File: src/rtl/rpn_stack_calc.sv
// RPN stack calculator: edge-detected Enter/Exec/Undo requests drive a small
// operand stack with a one-cycle execute phase, NZCV flags and single-level undo.
module rpn_stack_calc #(
   parameter int WIDTH = 16,
   parameter int DEPTH = 4
) (
   input  logic                         clk,
   input  logic                         reset,
   input  logic                         Enter,
   input  logic                         Exec,
   input  logic                         Undo,
   input  logic [WIDTH-1:0]             DataIn,
   input  logic [2:0]                   OpCode,
   output logic [WIDTH-1:0]             Top,
   output logic [$clog2(DEPTH+1)-1:0]   Count,
   output logic [3:0]                   Flags,
   output logic [1:0]                   Status
);

   localparam int CW = $clog2(DEPTH+1);

   typedef enum logic [1:0] {
      S_READY = 2'b00,
      S_EXEC  = 2'b01,
      S_ERR   = 2'b10
   } state_t;

   state_t r_state, w_next;

   logic r_enter_d, r_exec_d, r_undo_d;
   logic w_undo_p, w_exec_raw, w_exec_p, w_enter_p;

   logic [WIDTH-1:0] r_stk      [DEPTH];
   logic [WIDTH-1:0] r_snap_stk [DEPTH];
   logic [CW-1:0]    r_cnt, r_snap_cnt;
   logic [3:0]       r_flags, r_snap_flags;
   logic             r_undo_v;
   logic [WIDTH-1:0] r_a, r_b;
   logic [2:0]       r_op;

   logic             w_full, w_can_exec;
   logic             w_push, w_latch, w_write, w_restore;
   logic [WIDTH:0]   w_sum;
   logic [WIDTH-1:0] w_diff, w_res, w_top;
   logic             w_c, w_v;

   // Request pulses, with lower priorities masked by any higher one
   assign w_undo_p   = Undo & ~r_undo_d;
   assign w_exec_raw = Exec & ~r_exec_d;
   assign w_exec_p   = w_exec_raw & ~w_undo_p;
   assign w_enter_p  = Enter & ~r_enter_d & ~w_exec_raw & ~w_undo_p;

   assign w_full     = (r_cnt == CW'(DEPTH));
   assign w_can_exec = (r_cnt >= CW'(2)) && (OpCode < 3'd6);

   always_ff @(posedge clk or posedge reset) begin
      if (reset) begin
         r_state   <= S_READY;
         r_enter_d <= 1'b0;
         r_exec_d  <= 1'b0;
         r_undo_d  <= 1'b0;
      end else begin
         r_state   <= w_next;
         r_enter_d <= Enter;
         r_exec_d  <= Exec;
         r_undo_d  <= Undo;
      end
   end

   always_comb begin
      w_next = r_state;
      case (r_state)
         S_READY: begin
            if (w_undo_p)       w_next = S_READY;
            else if (w_exec_p)  w_next = w_can_exec ? S_EXEC : S_ERR;
            else if (w_enter_p) w_next = w_full ? S_ERR : S_READY;
         end
         S_EXEC:  w_next = S_READY;
         S_ERR:   if (w_undo_p) w_next = S_READY;
         default: w_next = S_READY;
      endcase
   end

   always_comb begin
      Status    = r_state;
      w_push    = (r_state == S_READY) && w_enter_p && !w_full;
      w_latch   = (r_state == S_READY) && w_exec_p && w_can_exec;
      w_write   = (r_state == S_EXEC);
      w_restore = (r_state == S_READY) && w_undo_p && r_undo_v;
   end

   // Result and flags are computed from the operands latched on entry to EXEC
   always_comb begin
      w_sum  = {1'b0, r_a} + {1'b0, r_b};
      w_diff = r_a - r_b;
      w_res  = '0;
      w_c    = 1'b0;
      w_v    = 1'b0;
      case (r_op)
         3'b000: begin
            w_res = w_sum[WIDTH-1:0];
            w_c   = w_sum[WIDTH];
            w_v   = (r_a[WIDTH-1] == r_b[WIDTH-1]) && (w_sum[WIDTH-1] != r_a[WIDTH-1]);
         end
         3'b001: begin
            w_res = w_diff;
            w_c   = (r_a < r_b);
            w_v   = (r_a[WIDTH-1] != r_b[WIDTH-1]) && (w_diff[WIDTH-1] != r_a[WIDTH-1]);
         end
         3'b010:  w_res = r_a & r_b;
         3'b011:  w_res = r_a | r_b;
         3'b100:  w_res = r_a ^ r_b;
         3'b101:  w_res = (r_a > r_b) ? r_a : r_b;
         default: w_res = '0;
      endcase
   end

   always_ff @(posedge clk or posedge reset) begin
      if (reset) begin
         for (int unsigned i = 0; i < DEPTH; i++) begin
            r_stk[i]      <= '0;
            r_snap_stk[i] <= '0;
         end
         r_cnt        <= '0;
         r_snap_cnt   <= '0;
         r_flags      <= '0;
         r_snap_flags <= '0;
         r_undo_v     <= 1'b0;
         r_a          <= '0;
         r_b          <= '0;
         r_op         <= '0;
      end else if (w_push) begin
         r_snap_stk   <= r_stk;
         r_snap_cnt   <= r_cnt;
         r_snap_flags <= r_flags;
         r_undo_v     <= 1'b1;
         for (int unsigned i = 0; i < DEPTH; i++)
            if (r_cnt == CW'(i)) r_stk[i] <= DataIn;
         r_cnt <= r_cnt + CW'(1);
      end else if (w_latch) begin
         for (int unsigned i = 0; i + 1 < DEPTH; i++)
            if (r_cnt == CW'(i + 2)) begin
               r_a <= r_stk[i];
               r_b <= r_stk[i+1];
            end
         r_op <= OpCode;
      end else if (w_write) begin
         r_snap_stk   <= r_stk;
         r_snap_cnt   <= r_cnt;
         r_snap_flags <= r_flags;
         r_undo_v     <= 1'b1;
         for (int unsigned i = 0; i + 1 < DEPTH; i++)
            if (r_cnt == CW'(i + 2)) r_stk[i] <= w_res;
         r_cnt   <= r_cnt - CW'(1);
         r_flags <= {w_res[WIDTH-1], (w_res == '0), w_c, w_v};
      end else if (w_restore) begin
         r_stk    <= r_snap_stk;
         r_cnt    <= r_snap_cnt;
         r_flags  <= r_snap_flags;
         r_undo_v <= 1'b0;
      end
   end

   always_comb begin
      w_top = '0;
      for (int unsigned i = 0; i < DEPTH; i++)
         if (r_cnt == CW'(i + 1)) w_top = r_stk[i];
   end

   assign Top   = w_top;
   assign Count = r_cnt;
   assign Flags = r_flags;

endmodule

File: config.mk
export PLATFORM = sky130hd
export DESIGN_NAME = rpn_stack_calc
export DESIGN_NICKNAME = d
export VERILOG_FILES = /design/src/rtl/rpn_stack_calc.sv
export SDC_FILE = /design/constraint.sdc
export NUM_CORES = 1
export LEC_CHECK = 0
export BUFFER_PORTS_ARGS = -buffer_cell sky130_fd_sc_hd__buf_2
export CORE_UTILIZATION = 45
export CTS_CLUSTER_DIAMETER = 60
export CTS_CLUSTER_SIZE = 16
export DETAILED_ROUTE_END_ITERATION = 12
export PLACE_DENSITY_LB_ADDON = 0.1
export SETUP_SLACK_MARGIN = 0.3
export SLEW_MARGIN = 15
export SYNTH_ARGS = -nofsm -noshare
export SYNTH_HDL_FRONTEND = slang
export SYNTH_SLANG_ARGS = --single-unit
File: constraint.sdc
create_clock -name clk -period 5.7 [get_ports clk]
set_clock_uncertainty 0.1 [all_clocks]
set_input_delay 0 -clock clk [delete_from_list [all_inputs] [get_ports clk]]
set_output_delay 0 -clock clk [all_outputs]
set_load 0.05 [all_outputs]
==> results.txt, run 1 <==
Status: finished, final reports clean
Number of synthesized flops with an enable pin: 0
H-tree Lvls: 4
Syn_area_per_cell: 8.195 sq um
Post-DR wirelength/cell: 19.67 microns
DRT Pass-1 Iters: 5
Leak: 5.570 nW
Nature of the critical path endpoint: register
Clk buf depth: 2
Post-synthesis mux area share: 0.02554
Reg-to-reg slack, setup: 1.47 ns
Clock insertion delay at the later pin of the skew report: 0.44 ns
Core area: 24250 sq um
Worst hold start: Exec
Yosys cell types: 75
HPWL Detailed: 22.63 mm
Remaining DRCs: 0
Most frequent cells in the layout: nand2_1, dfrtp_1, o21ai_0, nor2_1, a21oi_1
Congestion Overflow GR: 0
Worst setup SP type: register
Final Max Tran Viols: 0
Synth top area share: 0.4136
First-pass GRT wire length: 53.62 mm
Flops & latches, synth: 183
Commonest non-fill, non-tap cell in the layout: nand2_1
Starting Density: 0.4566
Syn. warnings: 0
I/O Buffers: 48
# diodes: 0
Die width: 158.9 microns
Die area: 25230 sq um
Fin crit period: 4.230 ns
Yosys top cell by area: dfrtp_1
TritonCTS clock tree: done
Final Cycle Share: 0.7421
Synthesized instance count: 1351
Via count: 9793
Mapped cell area: 11070 sq um
CTS buffer count: 17
Vias in the first global route: 9378
R2r endpoint: Flags[2]$_DFFE_PP0P_
Clk root buf: clkbuf_16
Ports: 49
Die Y: 158.9 microns
Compound-Gate Fraction of Synth Area: 0.2248
Predominant post-synthesis flop cell: dfrtp_1
WP data required: 5.97 ns
Via-per-instance ratio: 5.717
CP arrival: 4.50 ns
FF-to-FF path depth: 13
Hold Fails Final Rpt: 0
Hold endpoint: r_exec_d$_DFF_PP0_
Layout cells sized above 1: 0.1001
Area contributors post-synth: dfrtp_1, nand2_1, ha_1
Clock sink count: 183
Hold Path Cell Cnt: 2
Worst-Margin Slew: 1.047 ns
Syn Nets: 1433
Gr usage total: 0.2737
Combinational family with the most area after synthesis: compound AO/OA/AOI/OAI gates
Crit path kind: reg -> reg
Slew HR: 0.3011
Nets: 1458
Simple-gate area share of the yosys netlist: 0.1949
Synth Area in Adders: 0.06690
Max IR drop VDD: 0.3388 mV
Routed wire length: 33.69 mm
Global placement routability congestion: 0.9429
Largest net degree at the start of global routing: 136
Unrepaired setup endpoints after global routing: no
Num rows: 57
CP Max Fanout: 23
Synth-to-Final Area Change: 11.82%
Worst Hold Margin: 0.1278 ns
Hold crit path type: in -> reg
Pwr dens: 718.6 nW/um^2
Setup TNS: 0 ns
Register area share after synthesis: 0.4136
Final setup vio count: 0
Antenna Nets Post-Route: 0
Register clock-pin slew on the reported worst setup and hold paths: 0.08 ns
Initial antenna violation count: 0
DR iter-0 viols: 896
Post-synth ARST share: 1.000
Max Freq: 236.4 MHz
Xor/xnor cell area share of the yosys netlist: 0.01503
Max_cap viols: 0
R2r startpoint: r_a[0]$_DFFE_PP0P_
metal layers:
metal  track usage  part of all wire
met5             0                 0
met4       0.07867             0.019
met1        0.4025              0.48
met2        0.4123              0.44
met3       0.04624             0.058
worst max-delay path, stage by stage (launching register included):
cell and delay (ns):
dfrtp_1 0.40, inv_1 0.08, ha_1 0.22, fa_1 0.43
nor3_2 0.26, o31a_1 0.25, o31ai_4 0.11, a31oi_4 0.71
mux2i_1 0.16, a21oi_1 0.36, nand2_1 0.10, or3_1 0.34
or4_1 0.50, o21ai_1 0.13
kinds of logic after synthesis:
kind of cell	after synthesis
AO/OA/AOI/OAI	392
XOR/XNOR	19
adder cells (fa/ha/maj)	58
buffers and inverters	154
flip-flops	183
multiplexers	28
AND/OR/NAND/NOR	517
cell usage after synthesis, types with 3 or more instances:
library cell	count
or2_2	3
buf_2	8
inv_1	67
o21a_1	5
clkbuf_8	3
o21ai_1	5
nand3_1	14
ha_1	56
a21boi_0	22
o31ai_1	5
nor2b_1	5
o22a_1	28
mux2i_1	26
a22oi_1	14
clkbuf_1	61
a221oi_1	4
xnor2_1	15
a211oi_1	7
nor2_1	115
nor3_1	8
o21ai_0	125
a21oi_1	74
dfrtp_1	183
o221ai_1	8
nand2b_1	9
and2_1	3
nand2_1	326
buf_6	4
a21o_1	5
or3_1	6
a31oi_1	44
xor2_1	4
buf_1	8
o211ai_1	5
nand4_1	7
o22ai_1	16
through the flow:
stage               worst slack (ns)  std cells  power [mW]  cell area, sq um    util
finish                         1.470       1713       8.896             12380  0.5106
floorplan                     0.6280       1351       6.236             11070       -
detailed placement             1.581       1658       7.551             11530  0.4755
global placement               1.669       1658       7.507             11530  0.4755
CTS                            1.511       1713       8.850             12380  0.5106
global route                   1.276       1713       9.541             12380  0.5106
cell type report:
| class | instances | area, sq um |
|---|---|---|
| clock buffers | 18 | 439.2 |
| clock inverters | 14 | 180.2 |
| fillers | 2318 | 11870 |
| inverters | 68 | 262.8 |
| multi-input cells | 1014 | 5886 |
| flip-flops and latches | 183 | 4579 |
| well taps | 324 | 405.4 |
| repair buffers | 92 | 628.1 |
registers in the layout, indices dropped and copies added, names as in the netlist:
register	cells
r_op	3
r_snap_stk	64
r_snap_flags	4
r_stk	64
r_exec_d	1
r_undo_d	1
r_a	16
r_undo_v	1
r_enter_d	1
Count	3
Flags	4
r_b	16
r_snap_cnt	3
Status	2
power breakdown:
part	switching [mW]	internal, mW	leakage, nW	total (mW)
sequential	0.532	1.91	2.25	2.44
combinational	3.42	1.78	3.01	5.19
clock	0.586	0.680	0.302	1.27
total	4.53	4.36	5.57	8.90
timing repair:
item,4_1_cts,5_1_grt
setup buffers,0,0
hold endpoints to repair,178,0
resized for setup,0,0
endpoints found under the setup margin,0,0
hold buffers,23,0
how the worst max path moves through the flow:
stage                            start                   end  slack (ns)
floorplan                        reset  Count[0]$_DFFE_PP0P_        0.63
global placement    r_a[0]$_DFFE_PP0P_  Flags[2]$_DFFE_PP0P_        1.67
detailed placement  r_a[0]$_DFFE_PP0P_  Flags[2]$_DFFE_PP0P_        1.58
CTS                 r_a[0]$_DFFE_PP0P_  Flags[2]$_DFFE_PP0P_        1.51
global route        r_a[0]$_DFFE_PP0P_  Flags[2]$_DFFE_PP0P_        1.28
finish              r_a[0]$_DFFE_PP0P_  Flags[2]$_DFFE_PP0P_        1.47
(Power assumes the default switching activity.)
==> run 2, diff against run 1 <==
==> constraint.sdc (replaced) <==
create_clock -name clk -period 3.75 [get_ports clk]
set_clock_uncertainty 0.1 [all_clocks]
set_input_delay 0 -clock clk [delete_from_list [all_inputs] [get_ports clk]]
set_output_delay 0 -clock clk [all_outputs]
set_load 0.05 [all_outputs]
==> results.txt, run 2 (synthesized netlist as in run 1, its figures left out) <==
DRT Pass-1 Iters: 6
CP endpoint: Flags[2]$_DFFE_PP0P_
FF-to-FF path depth: 13
Slew HR: 0.3665
Die Y: 158.9 microns
CTS buffer count: 17
Crit path from: r_a[0]$_DFFE_PP0P_
Worst setup SP type: register
TritonCTS clock tree: done
CP Max Fanout: 5
Via-per-instance ratio: 5.691
Global placement routability congestion: 0.9398
Max Freq: 284.1 MHz
H-tree Lvls: 4
HPWL Detailed: 23.74 mm
Status: finished, final reports clean
Register clock-pin slew on the reported worst setup and hold paths: 0.07 ns
Num rows: 57
I/O Buffers: 48
CP arrival: 3.77 ns
Clk buf depth: 2
Gr usage total: 0.2854
Routed wire length: 35.16 mm
Nature of the critical path endpoint: register
Clock insertion delay at the later pin of the skew report: 0.43 ns
Biggest regs: r_snap_stk x64, r_stk x64
Die width: 158.9 microns
Die area: 25230 sq um
Remaining DRCs: 0
Via count: 10.11k
# diodes: 0
Final Cycle Share: 0.9386
Hold crit path type: in -> reg
Largest net degree at the start of global routing: 81
Hold Fails Final Rpt: 0
R2r endpoint: Flags[2]$_DFFE_PP0P_
WP data required: 4.00 ns
Worst-Margin Slew: 0.9482 ns
Unrepaired setup endpoints after global routing: yes
Initial antenna violation count: 0
Final Max Tran Viols: 0
Layout cells sized above 1: 0.1645
Clk root buf: clkbuf_16
Post-DR wirelength/cell: 19.79 microns
Clock sink count: 183
DR iter-0 viols: 951
Synth-to-Final Area Change: 19.14%
Nets: 1522
Final setup vio count: 0
First-pass GRT wire length: 55.65 mm
Crit path kind: reg -> reg
Ports: 49
Setup TNS: 0 ns
Antenna Nets Post-Route: 0
Congestion Overflow GR: 0
Reg-to-reg slack, setup: 0.23 ns
Starting Density: 0.4566
Vias in the first global route: 9611
Most frequent cells in the layout: nand2_1, dfrtp_1, o21ai_0, nor2_1, buf_4
Max_cap viols: 0
R2r startpoint: r_a[0]$_DFFE_PP0P_
Core area: 24250 sq um
Commonest non-fill, non-tap cell in the layout: nand2_1
Fin crit period: 3.520 ns
[run 2: critical path, cell delays in order (launching register included)]
cell	delay, ns
dfrtp_1	0.39
buf_4	0.15
ha_1	0.25
fa_1	0.42
a21o_1	0.20
nand4_1	0.10
nand3_2	0.16
a221o_1	0.41
a21oi_2	0.17
o221ai_1	0.15
a22oi_2	0.22
nand3_2	0.13
or4_1	0.47
o21ai_1	0.12
[run 2: how the worst min path moves through the flow]
stage / startpoint / end / cells past startpoint
4_1_cts: Exec / r_exec_d$_DFF_PP0_ / 2
2_1_floorplan: Enter / r_enter_d$_DFF_PP0_ / 0
6_report: Undo / r_undo_d$_DFF_PP0_ / 2
3_3_place_gp: Undo / r_undo_d$_DFF_PP0_ / 1
3_5_place_dp: Undo / r_undo_d$_DFF_PP0_ / 1
5_1_grt: Undo / r_undo_d$_DFF_PP0_ / 2
[run 2: repair_timing]
action                     in CTS  in global routing
buffers inserted                3                 11
gates cloned                    1                  0
hold buffers                   23                  0
hold endpoints to repair       90                  0
pin swaps                       6                 21
setup endpoints to repair      10                 22
gates resized for setup        16                 45
[run 2: through the flow]
stage	setup slack [ns]	hold WS, ns	cell area [sq um]	utilization	cells
6_report	0.2303	0.1189	13190	0.5440	1777
3_5_place_dp	0.04205	0.02493	11910	0.4912	1706
2_1_floorplan	0.3319	-0.06857	11080	-	1351
4_1_cts	0.2457	0.09698	12880	0.5311	1765
5_1_grt	0.08444	0.1129	13190	0.5440	1777
3_3_place_gp	0.1005	0.02029	11910	0.4912	1706
[run 2: area by class of cell]
type,instances,area [sq um]
fill,2327,11060
timing repair buffer,155,1150
inverter,68,259.0
clock buffer,21,460.4
tap,324,405.4
multi-input combinational,1015,6175
clock inverter,11,158.9
sequential,183,4583
[run 2: routing by layer]
metal / up-vias / global-route usage / wire (microns)
li1: 4825 / - / -
met1: 4870 / 0.4261 / 16720
met2: 367 / 0.4207 / 15400
met3: 51 / 0.04441 / 2265
met4: 0 / 0.09222 / 785
met5: - / 0 / 0
Power of run 2 is not shown: default switching activity piles up to over one toggle a cycle in this logic, so the estimate is an artifact.
==> run 3, diff against run 2 <==
--- a/config.mk
+++ b/config.mk
@@ -11,6 +11,7 @@
 export CTS_CLUSTER_SIZE = 16
 export DETAILED_ROUTE_END_ITERATION = 12
 export PLACE_DENSITY_LB_ADDON = 0.1
+export RECOVER_POWER = 50
 export SETUP_SLACK_MARGIN = 0.3
 export SLEW_MARGIN = 15
 export SYNTH_ARGS = -nofsm -noshare
==> constraint.sdc (replaced) <==
create_clock -name clk -period 3.8 [get_ports clk]
set_clock_uncertainty 0.1 [all_clocks]
set_input_delay 0 -clock clk [delete_from_list [all_inputs] [get_ports clk]]
set_output_delay 0 -clock clk [all_outputs]
set_load 0.05 [all_outputs]
==> results.txt, run 3 (synthesized netlist as in run 1, its figures left out) <==
DRT Pass-1 Iters: 7
Finished Layout Cells: 1778
Largest net degree at the start of global routing: 120
Final WS setup: 0.2578 ns
Most frequent cells in the layout: nand2_1, dfrtp_1, o21ai_0, nor2_1, buf_4
CP peak stage delay: 0.52 ns
# diodes: 0
FF-to-FF path depth: 14
First-pass GRT wire length: 54.55 mm
Crit path kind: reg -> reg
Reg-to-reg slack, setup: 0.26 ns
Placed cell count: 1710
Num rows: 57
Commonest non-fill, non-tap cell in the layout: nand2_1
Die Y: 158.9 microns
HPWL Detailed: 23.58 mm
CP Max Fanout: 4
Core area: 24250 sq um
R2r startpoint: r_b[6]$_DFFE_PP0P_
Final Cycle Share: 0.9321
Final setup vio count: 0
CP arrival: 3.79 ns
I/O Buffers: 48
Biggest regs: r_snap_stk x64, r_stk x64
Vias in the first global route: 9553
Worst-Margin Slew: 2.715 ns
Final Max Tran Viols: 185
Hold Path Cell Cnt: 2
Global placement routability congestion: 0.9164
Status: finished, violations left
TritonCTS clock tree: done
Worst hold start: Undo
Routed wire length: 34.33 mm
Slew HR: -0.8103
Initial antenna violation count: 1
Clk buf depth: 2
Unrepaired setup endpoints after global routing: yes
Nature of the critical path endpoint: register
Critical-path top delay cell: or4_1
Post-DR wirelength/cell: 19.31 microns
Gr usage total: 0.2776
H-tree Lvls: 4
CTS buffer count: 17
Setup TNS: 0 ns
Die area: 25230 sq um
Antenna Nets Post-Route: 0
Hold Fails Final Rpt: 0
Register clock-pin slew on the reported worst setup and hold paths: 0.07 ns
Max Freq: 282.3 MHz
Max_cap viols: 2
Ports: 49
Hold crit path type: in -> reg
Clock insertion delay at the later pin of the skew report: 0.43 ns
Nets: 1523
WP data required: 4.05 ns
Clock sink count: 183
Die width: 158.9 microns
Congestion Overflow GR: 0
Layout cells sized above 1: 0.1527
DR iter-0 viols: 963
Violated checks: max-capacitance violations, max-slew violations
Hold endpoint: r_undo_d$_DFF_PP0_
Synth-to-Final Area Change: 18.06%
Worst setup SP type: register
Via-per-instance ratio: 5.601
Starting Density: 0.4566
Top cell by count, worst path: o21ai_1
R2r endpoint: Flags[2]$_DFFE_PP0P_
Dpl ws: 0.07824 ns
Clk root buf: clkbuf_16
Via count: 9958
Worst-path cell chain: inv_1, ha_1, nor4_4, o31a_1, o31ai_4, buf_6, a31oi_4, buf_12, nor2_1, a21oi_1, o21ai_1, or3_4, or4_1, o21ai_1
Fin crit period: 3.542 ns
Remaining DRCs: 0
run 3: cell count changes in the layout (fill, tap and decap cells not counted), sizes merged:
cell and delta:
clkbuf +12, inv +3, clkinv -1, buf -12, clkinvlp +2, bufinv -3
run 3: routing by layer:
| metal | up-vias | GRT usage | wire [microns] |
|---|---|---|---|
| met3 | 43 | 0.02665 | 1676 |
| met1 | 4829 | 0.4120 | 16550 |
| li1 | 4824 | - | - |
| met2 | 262 | 0.4344 | 15530 |
| met5 | - | 0 | 0 |
| met4 | 0 | 0.06818 | 571 |
run 3: cell type report:
cell class / instances / area [sq um]
flip-flops and latches: 183 / 4581
clock inverters: 12 / 106.4
well taps: 324 / 405.4
repair buffers: 156 / 1121
clock buffers: 20 / 446.7
fillers: 2317 / 11180
inverters: 68 / 259.0
multi-input cells: 1015 / 6152
run 3: timing repair:
item | in CTS | in global routing
cloned | 1 | 0
endpoints found under the setup margin | 19 | 27
hold buffers | 23 | 0
pin swaps | 2 | 19
gates resized for setup | 5 | 47
endpoints found under the hold margin | 226 | 0
setup buffers | 1 | 11
run 3: how the worst max path moves through the flow:
| stage | from | to | depth (start not counted) |
|---|---|---|---|
| after global routing | r_b[0]$_DFFE_PP0P_ | Flags[2]$_DFFE_PP0P_ | 14 |
| after floorplan | Count[2]$_DFFE_PP0P_ | Top[0] | 9 |
| after CTS | r_b[7]$_DFFE_PP0P_ | Flags[2]$_DFFE_PP0P_ | 13 |
| after detailed placement | r_b[0]$_DFFE_PP0P_ | Flags[2]$_DFFE_PP0P_ | 12 |
| final | r_b[6]$_DFFE_PP0P_ | Flags[2]$_DFFE_PP0P_ | 14 |
| after global placement | r_a[0]$_DFFE_PP0P_ | r_stk[44]$_DFFE_PP0P_ | 13 |
run 3: stage by stage:
stage,util,hold WS (ns),area (sq um)
finish,0.5391,0.1333,13070
global route,0.5391,0.1299,13070
CTS,0.5265,0.1008,12770
detailed placement,0.4924,0.02397,11940
global placement,0.4924,0.01990,11940
floorplan,-,-0.06857,11080
run 3: critical path, delay by kind of cell, from the launching register on:
kind                     cells  cell delay, ns
buffers and inverters        3            0.39
AO/OA/AOI/OAI                6            0.96
AND/OR/NAND/NOR              4            1.30
adder cells (fa/ha/maj)      1            0.33
flip-flops                   1            0.39
Power of run 3 is left out for the same reason.
